===== config.mk =====
export PLATFORM = sky130hd
export DESIGN_NAME = coreriscv_axi4_grant_demux_2
export DESIGN_NICKNAME = d
export VERILOG_FILES = /design/src/rtl/coreriscv_axi4_grant_demux_2.sv
export SDC_FILE = /design/constraint.sdc
export NUM_CORES = 1
export LEC_CHECK = 0
export CORE_ASPECT_RATIO = 1.1
export CORE_MARGIN = 3
export CORE_UTILIZATION = 35
export CTS_CLUSTER_SIZE = 40
export DETAILED_ROUTE_END_ITERATION = 10
export PLACE_DENSITY = 0.67
export REMOVE_ABC_BUFFERS = 1
export SLEW_MARGIN = 20
export SYNTH_ARGS = -nofsm -noshare
export SYNTH_HDL_FRONTEND = slang
export SYNTH_SLANG_ARGS = --single-unit
export TNS_END_PERCENT = 100

===== constraint.sdc =====
create_clock -name clk -period 5.1 [get_ports clk]
set_clock_uncertainty 0.05 [all_clocks]
set_input_delay 1.02 -clock clk [delete_from_list [all_inputs] [get_ports clk]]
set_output_delay 1.02 -clock clk [all_outputs]
set_load 0.02 [all_outputs]

===== src/rtl/coreriscv_axi4_grant_demux_2.sv =====
// Grant demultiplexer: a 2-entry beat queue that steers each TileLink Grant to one of two
// client ports, pins the route for a whole data burst, and latches protocol errors.
module coreriscv_axi4_grant_demux_2 #(
   parameter int ROUTE_BIT = 0,
   parameter int BEATS     = 8
) (
   input  logic        clk,
   input  logic        reset,
   output logic        io_in_ready,
   input  logic        io_in_valid,
   input  logic [2:0]  io_in_bits_addr_beat,
   input  logic [1:0]  io_in_bits_client_xact_id,
   input  logic        io_in_bits_manager_xact_id,
   input  logic        io_in_bits_is_builtin_type,
   input  logic [3:0]  io_in_bits_g_type,
   input  logic [63:0] io_in_bits_data,
   input  logic        io_out_0_ready,
   output logic        io_out_0_valid,
   output logic [2:0]  io_out_0_bits_addr_beat,
   output logic [1:0]  io_out_0_bits_client_xact_id,
   output logic        io_out_0_bits_manager_xact_id,
   output logic        io_out_0_bits_is_builtin_type,
   output logic [3:0]  io_out_0_bits_g_type,
   output logic [63:0] io_out_0_bits_data,
   input  logic        io_out_1_ready,
   output logic        io_out_1_valid,
   output logic [2:0]  io_out_1_bits_addr_beat,
   output logic [1:0]  io_out_1_bits_client_xact_id,
   output logic        io_out_1_bits_manager_xact_id,
   output logic        io_out_1_bits_is_builtin_type,
   output logic [3:0]  io_out_1_bits_g_type,
   output logic [63:0] io_out_1_bits_data,
   output logic        io_busy,
   output logic        io_err
);
   localparam int W = 75;

   logic [W-1:0] mem_q [2];
   logic         rd_ptr_q, wr_ptr_q;
   logic [1:0]   count_q, count_d;
   logic [2:0]   beat_cnt_q, beat_cnt_d;
   logic         lock_route_q, lock_route_d;
   logic         err_q, err_d;

   logic [W-1:0] in_word, head;
   logic [2:0]   head_addr_beat;
   logic [1:0]   head_cxid;
   logic         head_mxid, head_builtin;
   logic [3:0]   head_g_type;
   logic [63:0]  head_data;
   logic         empty, full, enq, deq, is_data, busy, sel, sel_ready;
   logic [1:0]   out_valid;

   assign in_word = {io_in_bits_addr_beat, io_in_bits_client_xact_id, io_in_bits_manager_xact_id,
                     io_in_bits_is_builtin_type, io_in_bits_g_type, io_in_bits_data};
   assign head = mem_q[rd_ptr_q];
   assign {head_addr_beat, head_cxid, head_mxid, head_builtin, head_g_type, head_data} = head;

   assign empty       = (count_q == 2'd0);
   assign full        = (count_q == 2'd2);
   assign io_in_ready = !full;
   assign enq         = io_in_valid && !full;

   assign is_data   = head_builtin ? (head_g_type == 4'h5) : (head_g_type == 4'h0);
   assign busy      = (beat_cnt_q != 3'd0);
   // Once a burst has started, the latched route wins over whatever id the beat carries.
   assign sel       = busy ? lock_route_q : head_cxid[ROUTE_BIT];
   assign sel_ready = sel ? io_out_1_ready : io_out_0_ready;
   assign deq       = !empty && sel_ready;

   generate
      for (genvar gi = 0; gi < 2; gi++) begin : g_port
         assign out_valid[gi] = !empty && (sel == 1'(gi));
      end
   endgenerate

   assign io_out_0_valid = out_valid[0];
   assign io_out_1_valid = out_valid[1];
   assign {io_out_0_bits_addr_beat, io_out_0_bits_client_xact_id, io_out_0_bits_manager_xact_id,
           io_out_0_bits_is_builtin_type, io_out_0_bits_g_type, io_out_0_bits_data} = head;
   assign {io_out_1_bits_addr_beat, io_out_1_bits_client_xact_id, io_out_1_bits_manager_xact_id,
           io_out_1_bits_is_builtin_type, io_out_1_bits_g_type, io_out_1_bits_data} = head;
   assign io_busy = busy;
   assign io_err  = err_q;

   always_comb begin
      count_d      = count_q + {1'b0, enq} - {1'b0, deq};
      beat_cnt_d   = beat_cnt_q;
      lock_route_d = lock_route_q;
      err_d        = err_q;
      if (deq) begin
         if (is_data) begin
            beat_cnt_d = (beat_cnt_q == 3'(BEATS - 1)) ? 3'd0 : beat_cnt_q + 3'd1;
            if (!busy) lock_route_d = sel;
         end
         if ((is_data && head_addr_beat != beat_cnt_q) ||
             (!is_data && busy) ||
             (busy && head_cxid[ROUTE_BIT] != lock_route_q))
            err_d = 1'b1;
      end
   end

   always_ff @(posedge clk) begin
      if (enq) mem_q[wr_ptr_q] <= in_word;
   end

   always_ff @(posedge clk) begin
      if (reset) begin
         rd_ptr_q     <= 1'b0;
         wr_ptr_q     <= 1'b0;
         count_q      <= 2'd0;
         beat_cnt_q   <= 3'd0;
         lock_route_q <= 1'b0;
         err_q        <= 1'b0;
      end else begin
         if (enq) wr_ptr_q <= ~wr_ptr_q;
         if (deq) rd_ptr_q <= ~rd_ptr_q;
         count_q      <= count_d;
         beat_cnt_q   <= beat_cnt_d;
         lock_route_q <= lock_route_d;
         err_q        <= err_d;
      end
   end
endmodule


==> Word level (Yosys, flattened, before mapping) <==
Memories as Yosys holds them, arrays and structs flattened. A register that Yosys moved wholly into a read port is not among the register bits.
Cells that the tools add are included.
{ "totals": {"register_bits": 9, "mem_bits_rw": 150, "inputBits": 80, "output_inout_bits": 155, "elab_cells": 45, "memories": 1} }
{ "classes": {"add_sub_neg": 3, "eq_ne": 5, "n_mux": 8, "n_bitwise": 4, "n_reduce_logical": 18} }
{ "memory_table": {"columns": ["memory", "depth", "width", "rd", "rd_ports_with_merged_regs", "write_ports", "line_no", "rtl"], "rows": [
  ["mem_q", 2, 75, 1, 1, 1, "38", "logic [W-1:0] mem_q [2];"]
]} }
{ "op_table": {"columns": ["op", "n"], "rows": [
  ["logical AND 1 bit", 7],
  ["2-to-1 mux 1 bit", 7],
  ["== test 4 x 3 -> 1 bit (second input constant)", 1],
  ["logical NOT 4 bit", 1],
  ["inverter 1 bit", 4],
  ["AND reduction 2 bit", 2],
  ["adder 3 x 1 -> 3 bit (second input constant)", 1],
  ["== test 3 bit (second input constant)", 1],
  ["logical NOT 1 bit", 3],
  ["2-to-1 mux 3 bit", 1],
  ["!= test 3 bit", 1],
  ["AND reduction 3 bit", 1],
  ["nonzero test 3 bit", 1],
  ["adder 2 x 1 -> 2 bit", 1],
  ["== test 2 bit (second input constant)", 1],
  ["logical NOT 2 bit", 1],
  ["logical OR 1 bit", 2],
  ["subtractor 2 x 1 -> 2 bit", 1],
  ["!= test 1 bit", 1]
]} }

==> Logic depth before layout (Yosys ltp) <==
{ "depth": {"ltp_word": 7, "ltp_mapped": 12, "ltp_nobuf": 12} }

==> Worst setup path before layout <==
No wires, ideal clock.
{ "synth_path": {"path_type": "input to register", "startpoint": "in io_in_valid", "endpoint": "mem mem_q[0][0], enable pin", "setup_ns": 0.509, "arrival_time_ns": 4.250, "required_time_ns": 4.541, "path_slack_ns": 0.291, "stages": 2, "path_buffers": 0, "cell_sequence": "nand2_1 > nor2_1"} }
{ "synth_between": {"elab_chain_len": 3} }
{ "synth_rtl": {"columns": ["element", "line_no", "rtl"], "rows": [
  ["start, declared", "10", "input logic io_in_valid,"],
  ["logical AND 1 bit", "62", "assign enq = io_in_valid && !full;"],
  ["2-to-1 mux 1 bit", "104", "if (enq) mem_q[wr_ptr_q] <= in_word;"],
  ["2-to-1 mux 1 bit (implied by the code)", "104", null],
  ["end, declared", "38", null]
]} }
Every way passes these cells.

==> flow_metrics.env <==
export IMPL_outcome="finished clean"
export IMPL_hold_depth=1
export IMPL_slew_headroom=0.618
export IMPL_viasPerCell=4.48
export IMPL_power_internal_w=0.00330
export IMPL_switching_share=0.312
export IMPL_tightest_slew_ns=0.573
export IMPL_dpl_hpwl_um=9220
export IMPL_cp_depth=3
export IMPL_place_congestion=0.760
export IMPL_peakVddDrop_mv=0.265
export IMPL_crit_path_end_kind="output port"
export IMPL_dieWidth_um=137
export IMPL_max_cap_viol_count=0
export IMPL_grt_pass1_wl_um=20400
export IMPL_worst_hold_slack_ns=0.442
export IMPL_cts_buffer_depth=2
export IMPL_port_buffer_count=234
export IMPL_powerDensity_mw_per_mm2=515
export IMPL_power_frac_comb=0.365
export IMPL_die_area_mm2=0.0206
export IMPL_cp_num_buf_inv=2
export IMPL_nNetsFinal=639
export IMPL_diodes=0
export IMPL_rr_worst_depth=6
export IMPL_die_h_um=150
export IMPL_yosys_area_top_type="edfxtp_1"
export IMPL_max_stage_delay_ns=0.70
export IMPL_drtIter0Drc=141
export IMPL_hold_buffers=0
export IMPL_firstDrtPassIters=4
export IMPL_cts_sinks=160
export IMPL_avgSynthCellArea_um2=17.3
export IMPL_crit_family="buffers and inverters"
export IMPL_drv_slew=0
export IMPL_grt_max_degree=76
export IMPL_area_growth_syn_to_layout_pct=41.1
export IMPL_path_cells="buf_4, mux2_2, clkdlybuf4s50_1"
export IMPL_drt_total_wl_um=13300
export IMPL_netlist_area_mm2=0.00661
export IMPL_num_rows=52
export IMPL_yosysWarnings=0
export IMPL_synthesis_instances=381
export IMPL_cts_tree="built"
export IMPL_synth_main_ff_cell="edfxtp_1"
export IMPL_post_cts_resized=0
export IMPL_fin_crit_sh=0.743
export IMPL_seq_power_share=0.360
export IMPL_hold_class="flop to flop"
export IMPL_synth_area_leaders="edfxtp_1 68%, buf_4 8.5%, mux2_1 7.5%"
export IMPL_post_cts_setup_buffer_count=0
export IMPL_hold_viol=0
export IMPL_crit_type="flop to output port"
export IMPL_track_usage=0.131
export IMPL_antenna_left=0
export IMPL_clock_latency_ns=0.41
export IMPL_leakage_nw=3.19
export IMPL_startpoint_type="flop"
export IMPL_antenna_found_initial=0
export IMPL_fin_util=0.505
export IMPL_worstPathArrival_ns=2.72
export IMPL_grt_overflow=0
export IMPL_synth_edf_count=150
export IMPL_setup_viol=0
export IMPL_worstPathMaxFanout=41
export IMPL_synth_top_cell_area_share=0.682
export IMPL_min_period_ns=3.79
export IMPL_crit_required_ns=4.03
export IMPL_slowest_stage="dfxtp_4"
export IMPL_tns_ns=0
export IMPL_wl_per_cell_um=16.5
export IMPL_hp_start="io_err$_SDFFE_PP0P_"
export IMPL_layout_drive_gt1_share=0.129
export IMPL_io_pin_count=235
export IMPL_numCtsBuffers=17
export IMPL_ys_seq_elements=160
export IMPL_power_switching_w=0.00150
export IMPL_synth_seq_area_share=0.712
export IMPL_rsz0062_at_grt="no"
export IMPL_pwr_share_clk=0.275
export IMPL_vias=3623
export IMPL_ys_types=39
export IMPL_cts_root_buffer="clkbuf_16"
export IMPL_initial_core_util=0.358
export IMPL_grt_pass1_vias=3928
export IMPL_async_flop_share=0
export IMPL_cts_clk_slew_worst_paths_ns=0.06
export IMPL_cts_max_level=4
export IMPL_clock_fmax_ghz=0.264
export IMPL_core_area_mm2=0.0185
export IMPL_drc=0
==> routing by layer <==
metal	GRT usage	share of wire	vias to the layer above
li1	-	-	1695
met1	0.152	0.39	1762
met2	0.229	0.53	148
met3	0.0368	0.067	18
met4	0.0504	0.014	0
met5	0	0	-
==> final timing paths <==
kind / end / slack [ns]
setup / recovery: io_out_0_bits_is_builtin_type / 1.31
hold / removal: io_err$_SDFFE_PP0P_ / 0.44
setup reg to reg: lock_route_q$_SDFFE_PP0P_ / 2.17
hold reg to reg: io_err$_SDFFE_PP0P_ / 0.44
==> state kept, by name, indices dropped and copies added, names as in the netlist, named ones only <==
| signal | count |
|---|---|
| lock_route_q | 1 |
| count_q | 2 |
| io_err | 1 |
| wr_ptr_q | 1 |
| mem_q | 150 |
| rd_ptr_q | 1 |
| beat_cnt_q | 3 |
==> power groups by stage <==
stage / Combinational, W / Sequential, W / Clock, W
after global routing: 0.00186 / 0.00175 / 0.00141
final: 0.00175 / 0.00173 / 0.00132
after detailed placement: 0.00177 / 0.00176 / 0
after floorplan: 0.000878 / 0.00177 / 0
after CTS: 0.00178 / 0.00173 / 0.00135
after global placement: 0.00175 / 0.00175 / 0
==> cell usage after synthesis, drive strengths merged, types with 2 or more instances <==
cell / n
edfxtp: 150
buf: 84
mux2: 76
dfxtp: 10
nor2: 8
a21oi: 5
ha: 5
inv: 5
nor3: 5
xor2: 4
nand4: 3
o31ai: 3
xnor2: 3
a211oi: 2
mux2i: 2
or3: 2
==> cells in the final DEF, fill, tap and decap left out, drive strengths merged <==
cell,count
clkinvlp,3
o21ai,1
clkinv,3
nor2,8
nor3,5
a22o,1
dfxtp,10
a21oi,5
nand2,1
bufinv,4
xnor2,3
and2,1
nor2b,1
mux2i,2
nand2b,1
o22ai,1
or2,1
ha,5
nor3b,1
a21o,1
or3,2
nand4,3
xor2,4
and2b,1
clkdlybuf4s50,234
clkbuf,18
a41oi,1
o31ai,3
and3,1
a211oi,2
buf,4
edfxtp,150
mux2,76
nand3,1
inv,8
==> kinds of logic (layout without fill, tap and decap cells) <==
logic type	after synthesis	in the layout	synth area share
simple gates	27	27	0.0229
xor+xnor	7	7	0.00928
buf+inv	89	274	0.0939
mux	78	78	0.135
flops	160	160	0.712
compound gates	15	15	0.0174
fa+ha+maj	5	5	0.00947
==> stage by stage <==
step           instance area [µm²]  instances  setup slack, ns  total power (W)
6_report                      9330        809             1.31          0.00480
4_1_cts                       9310        808             1.26          0.00487
2_1_floorplan                 6010        297            0.291          0.00265
3_5_place_dp                  8690        777             1.71          0.00353
3_3_place_gp                  8690        777             1.75          0.00351
5_1_grt                       9330        809             1.14          0.00502
==> area by class of cell <==
| type | instances | area [µm²] |
|---|---|---|
| Clock buffer | 18 | 429 |
| Clock inverter | 13 | 185 |
| Fill cell | 1503 | 9150 |
| Inverter | 5 | 18.8 |
| Multi-Input combinational cell | 132 | 1290 |
| Sequential cell | 160 | 4710 |
| Tap cell | 243 | 304 |
| Timing Repair Buffer | 238 | 2380 |
No activity file was read; power rests on OpenSTA's default activity.
